File: src/rtl/spi_pkg.sv
// spi_pkg: shared SPIBR field positions, FSM encoding and half-period helper for the SPI clock generator.
package spi_pkg;
  localparam int SPPR_MSB  = 6;
  localparam int SPPR_LSB  = 4;
  localparam int SPR_MSB   = 2;
  localparam int SPR_LSB   = 0;
  localparam int HP_W      = 11;
  localparam int NBITS_DEF = 8;

  typedef enum logic [1:0] {IDLE, RUN, TAIL} state_e;

  typedef struct packed {
    logic [2:0] sppr;
    logic [2:0] spr;
    logic       cpol;
    logic       cpha;
  } cfg_t;

  // (SPPR+1) << SPR tops out at 1024, which fits HP_W bits
  function automatic logic [HP_W-1:0] half_period(input logic [2:0] sppr, input logic [2:0] spr);
    return (HP_W'(sppr) + HP_W'(1)) << spr;
  endfunction
endpackage

File: src/rtl/spi_half_period_timer.sv
// spi_half_period_timer: counts one SCK half-period and pulses tick_o in its last system clock.
module spi_half_period_timer
  import spi_pkg::*;
(
  input  logic       CLK,
  input  logic       nRST,
  input  logic       en_i,
  input  logic [2:0] sppr_i,
  input  logic [2:0] spr_i,
  output logic       tick_o
);
  logic [HP_W-1:0] cnt_q, cnt_d, hp;

  assign hp     = half_period(sppr_i, spr_i);
  assign tick_o = en_i && (cnt_q == hp - HP_W'(1));
  assign cnt_d  = (en_i && !tick_o) ? cnt_q + HP_W'(1) : '0;

  always_ff @(posedge CLK or negedge nRST) begin
    if (!nRST) cnt_q <= '0;
    else       cnt_q <= cnt_d;
  end
endmodule

File: src/rtl/spi_sck_gen.sv
// spi_sck_gen: SPI master serial-clock generator with CPOL/CPHA-aware sample/shift strobes.
// Registered SCK and strobes change together in the cycle each edge becomes visible.
module spi_sck_gen
  import spi_pkg::*;
#(
  parameter int NBITS = NBITS_DEF
) (
  input  logic       CLK,
  input  logic       nRST,
  input  logic       SPE,
  input  logic [7:0] SPIBR,
  input  logic       CPOL,
  input  logic       CPHA,
  input  logic       start,
  output logic       SCK,
  output logic       sample_en,
  output logic       shift_en,
  output logic       busy,
  output logic       done
);
  localparam int EW = $clog2(2*NBITS+1);
  localparam logic [EW-1:0] LAST_M1 = EW'(2*NBITS-1);

  state_e        state_q, state_d;
  cfg_t          cfg_q, cfg_d;
  logic [EW-1:0] edge_q, edge_d;
  logic          sck_q, sck_d, smp_q, smp_d, shf_q, shf_d, done_q, done_d;
  logic          tick, fire, k_odd;

  spi_half_period_timer u_timer (
    .CLK    (CLK),
    .nRST   (nRST),
    .en_i   (SPE && state_q != IDLE),
    .sppr_i (cfg_q.sppr),
    .spr_i  (cfg_q.spr),
    .tick_o (tick)
  );

  always_ff @(posedge CLK or negedge nRST) begin
    if (!nRST) begin
      state_q <= IDLE;
      cfg_q   <= '0;
      edge_q  <= '0;
      sck_q   <= 1'b0;
      smp_q   <= 1'b0;
      shf_q   <= 1'b0;
      done_q  <= 1'b0;
    end else begin
      state_q <= state_d;
      cfg_q   <= cfg_d;
      edge_q  <= edge_d;
      sck_q   <= sck_d;
      smp_q   <= smp_d;
      shf_q   <= shf_d;
      done_q  <= done_d;
    end
  end

  always_comb begin
    state_d = state_q;
    cfg_d   = cfg_q;
    edge_d  = edge_q;
    case (state_q)
      IDLE: if (start) begin
        state_d = RUN;
        cfg_d   = '{SPIBR[SPPR_MSB:SPPR_LSB], SPIBR[SPR_MSB:SPR_LSB], CPOL, CPHA};
      end
      RUN: if (tick) begin
        edge_d  = edge_q + EW'(1);
        state_d = (edge_q == LAST_M1) ? TAIL : RUN;
      end
      TAIL: if (tick) begin
        edge_d  = '0;
        state_d = IDLE;
      end
      default: state_d = IDLE;
    endcase
    if (!SPE) begin
      state_d = IDLE;
      edge_d  = '0;
    end
  end

  // edge_q counts edges already emitted, so the edge being emitted is odd when edge_q is even
  always_comb begin
    k_odd  = !edge_q[0];
    fire   = SPE && tick && state_q == RUN;
    sck_d  = (state_q == IDLE) ? CPOL : !SPE ? cfg_q.cpol : fire ? !sck_q : sck_q;
    smp_d  = fire && (cfg_q.cpha ? !k_odd : k_odd);
    shf_d  = fire && (cfg_q.cpha ? k_odd : (!k_odd && edge_q != LAST_M1));
    done_d = SPE && tick && state_q == TAIL;
  end

  assign SCK       = sck_q;
  assign sample_en = smp_q;
  assign shift_en  = shf_q;
  assign done      = done_q;
  assign busy      = state_q != IDLE;
endmodule
File: config.mk
export PLATFORM = sky130hd
export DESIGN_NAME = spi_sck_gen
export DESIGN_NICKNAME = d
export VERILOG_FILES = /design/src/rtl/spi_pkg.sv /design/src/rtl/spi_half_period_timer.sv /design/src/rtl/spi_sck_gen.sv
export SDC_FILE = /design/constraint.sdc
export NUM_CORES = 1
export LEC_CHECK = 0
export BUFFER_PORTS_ARGS = -buffer_cell sky130_fd_sc_hd__buf_2
export CAP_MARGIN = 30
export CORE_MARGIN = 4
export CORE_UTILIZATION = 55
export DETAILED_ROUTE_END_ITERATION = 10
export HOLD_SLACK_MARGIN = 0.15
export PLACE_DENSITY = 0.74
export RECOVER_POWER = 100
export SLEW_MARGIN = 20
export SYNTH_ARGS = -nofsm -noshare
export SYNTH_HDL_FRONTEND = slang
export SYNTH_SLANG_ARGS = --single-unit
File: constraint.sdc
create_clock -name CLK -period 3.5 [get_ports CLK]
set_input_delay 0.175 -clock CLK [delete_from_list [all_inputs] [get_ports CLK]]
set_output_delay 0.175 -clock CLK [all_outputs]
set_load 0.05 [all_outputs]
==> results summary <==
The run finished, with violations left. The checks that failed: max-capacitance violations, max-slew violations. The final worst-path cycle share came out at 92.3%. The peak fanout along the critical path came out at 15.

The routed wire length came out at 4680 microns. The analysis attributes to cell leakage a power of 1.07 nW. The measured slew at the worst slew-check pin came out at 1.61 ns. The remaining global-route overflow is 0. The number of buffers and inverters on the critical path came out at 1. The number of enable flip-flop cells after synthesis is 0. The antenna diode count is 0. The core box area came out at 4000 sq um. The final estimated routing congestion in global placement is 0.830.

The post-synthesis register bit count is 30. After the first detailed-routing iteration, the DRC count stood at 70. The worst clock skew on the final layout is 0.00293 ns. After routing, the total negative slack on setup checks comes to 0 ns. The post-synthesis instance area is 2280 sq um.

TritonCTS built the clock tree. The largest stage delay on the critical path came out at 0.55 ns. The share of layout cells above drive strength 1 came out at 19.4%. The via count of the routed design came out at 1907. The synthesized netlist devotes 10.5% of its cell area to XOR and XNOR gates. The number of cells produced by synthesis is 243. The number of buffers added on ports came out at 16. The total die area is 5240 sq um.

In the synthesized netlist the async set-or-reset flop fraction comes to 100%. At the worst endpoint, the arrival time is 3.39 ns. The share of total power in combinational logic is 37.3%. The via density per instance came out at 6.00. The average detailed-routed wire length per instance came out at 14.7 microns.

The count of distinct cell types in the synthesized netlist came out at 62. The worst-case headroom to the max-slew limit came out at -7.59%. Once the clock tree was built, the setup fixing pass inserted 0 buffers. The adder-cell area share of the yosys netlist came out at 2.74%. The share of the Yosys chip area taken by registers is 32.9%.

The clock power share is 28.0%. In this run, CTS created clock tree buffers numbering 5. Broken down by cell family, the worst path's largest delay share belongs to multiplexers. The critical path data required time came out at 3.66 ns. Cell internal power was estimated by the tool at 0.769 mW. Registers are responsible for 34.7% of the overall power.

From synthesis to final layout, the design area changed by 14.3%. The remaining antenna violation count after routing is 0. The overall power consumption came out at 1.16 mW. STA classifies the critical path startpoint as a register. The number of setup violations in the final report is 0.

The commonest cells after synthesis are dfrtp_1, nor2_1, nand2_1. During I/O placement, the number of pins put on the boundary was 19. The reported net switching power is 0.388 mW. The via count of the first global-routing pass came out at 1804.

Yosys instantiated no cell more often than dfrtp_1. The most critical setup path has its startpoint at cfg_q[5]. dfrtp_1 takes more of the synthesized area than any other cell. The path class of the lowest-slack min-delay path is input pin to register. The critical path is of the register to register type. The global routing usage summed across all routing layers is 19.6%. The worst-case IR drop observed on VDD is 304 uV. The final HPWL from detailed placement came out at 3300 microns.

The final count of hold timing violations is 0. The multiplexer share of the synthesized area came out at 7.35%. The initial utilization of the core area, before any placement, comes to 57.1%. The length of the first detailed-routing pass in iterations came out at 4. The total number of H-tree levels came out at 2. The cell sitting at the root of the clock tree is a clkbuf_8.

The share of the synthesized area in the top cell type is 32.9%. The mean post-synth cell area is 9.39 sq um. The post-route core utilization is 65.2%.

The net count of the finished layout is 286. The remaining design rule violation count came out at 0. For this design, the slowest cell found on the critical path is mux4_2. The die is 72.4 microns tall. Entering global routing, the biggest net connects 31 pins. The post-synthesis compound-gate area fraction came out at 18.0%. Traced cell by cell, the critical path runs through ha_4 > xnor2_1 > mux4_2 > a31oi_4 > xor3_1 > o41ai_2 > and4bb_2 > buf_4 > mux2i_1 > nor2_1.

The die is 72.4 microns wide. By area the synthesized netlist is led by dfrtp_1, xnor2_1, mux2_2. The number of core rows is 23. The maximum clock insertion buffer count came out at 2. The start point of the worst hold path is start. The number of nets produced by synthesis is 262. The number of antenna violations at the first check in global routing was 0.

The worst register-to-register path begins at cfg_q[5]. The wire length of the first global-routing pass is 8130 microns. In this run the power density over the cells is 444 nW/um^2. After clock tree synthesis, the clock-pin slew on the worst setup and hold paths is 0.06 ns.

For this run, the leading register cell type out of synthesis is dfrtp_1. Setup repair after global routing left no endpoint under its margin. The max-cap check violation count is 1.

By area, the combinational part of the netlist is dominated by simple AND/OR/NAND/NOR gates. Yosys printed 0 warnings. The highest achievable clock rate came out at 310 MHz. The proportion of total power due to net switching is 33.6%.

The number of sinks on the clock net came out at 30. The smallest clock period supported by the final layout is computed as 3.23 ns. The worst setup path is captured at a register.

The minimum setup slack among reg-to-reg paths is 0.27 ns. The clock reaches the later pin of the worst-skew pair after 0.28 ns. Summing the areas of all and, or, nand and nor instances in the mapped netlist gives 23.5% of the synthesized area. The count of pins over their slew limit came out at 31.
[per-stage QoR]
step	setup slack (ns)	std cells	area (sq um)	hold slack, ns
floorplan	0.395	243	2280	-0.121
global placement	0.215	301	2400	0.249
detailed placement	0.163	301	2400	0.247
CTS	0.134	318	2600	0.173
global route	0.0542	318	2610	0.199
finish	0.270	318	2610	0.172
[sequential cells by signal (all words and copies together), names as in the netlist]
| signal | cells |
|---|---|
| cfg_q | 8 |
| sample_en | 1 |
| edge_q | 5 |
| u_timer.cnt_q | 11 |
| shift_en | 1 |
| state_q | 2 |
| SCK | 1 |
| done | 1 |
[final timing paths]
kind                                    end  cells after the start
setup / recovery                 state_q[1]                     10
hold / removal                   state_q[0]                      3
setup reg to reg                 state_q[1]                     10
hold reg to reg                    cfg_q[1]                      1
max in group asynchronous          cfg_q[2]                      2
min in group asynchronous  u_timer.cnt_q[9]                      2
[metal layers]
layer	part of all wire (%)	wire (microns)	track usage, %
met4	1.5	70	7.58
met2	50	2320	33.5
met5	0	0	0
met3	3.2	150	4.29
met1	46	2140	24.0
[logic make-up after synthesis]
group | count (synthesis)
XOR/XNOR | 24
AND/OR/NAND/NOR | 97
adder cells (fa/ha/maj) | 5
flip-flops | 30
AO/OA/AOI/OAI | 50
buffers and inverters | 23
multiplexers | 14
[final cells by class]
type	count	area (sq um)
Multi-Input combinational cell	190	1440
Fill cell	327	1390
Sequential cell	30	752
Timing Repair Buffer	33	223
Clock buffer	8	110
Tap cell	50	62.6
Inverter	7	26.3
[worst reg2reg max path: stages, from the launching register on]
cell and delay, ns:
dfrtp_1 0.41, ha_4 0.19, xnor2_1 0.18, mux4_2 0.55, a31oi_4 0.27, xor3_1 0.36, o41ai_2 0.40, and4bb_2 0.29
buf_4 0.20, mux2i_1 0.21, nor2_1 0.06
[power by group through the flow]
| stage | combinational, mW | sequential [mW] | clock, mW |
|---|---|---|---|
| 2_1_floorplan | 0.349 | 0.387 | 0 |
| 3_5_place_dp | 0.414 | 0.406 | 0 |
| 3_3_place_gp | 0.410 | 0.405 | 0 |
| 6_report | 0.431 | 0.402 | 0.324 |
| 5_1_grt | 0.477 | 0.407 | 0.352 |
| 4_1_cts | 0.424 | 0.400 | 0.330 |
[layout by cell type (no fill, tap or decap), types with 3 or more instances in the layout]
master and n:
clkbuf_8 8, buf_4 8, xor2_1 10, nor4b_1 3, ha_1 4, o211ai_1 3
nor2_1 23, nand2_1 15, clkbuf_1 6, and2_1 4, o22ai_1 4, nand3_1 10
buf_2 10, nand4_1 4, nor3_1 4, and3_1 6, dlygate4sd3_1 9, o21ai_0 3
nand2b_1 8, mux2i_1 3, dfrtp_1 29, nor2b_1 5, a31o_2 3, mux2_2 9
a211oi_1 5, a21oi_1 6, a31oi_1 3, inv_1 7, xnor2_1 12
[timing repair]
item | 4_1_cts | 5_1_grt
resized for setup | 0 | 5
hold buffers | 9 | 0
setup endpoints to repair | 0 | 13
endpoints found under the hold margin | 39 | 0
Note: power is estimated with default switching activity, not from simulation.
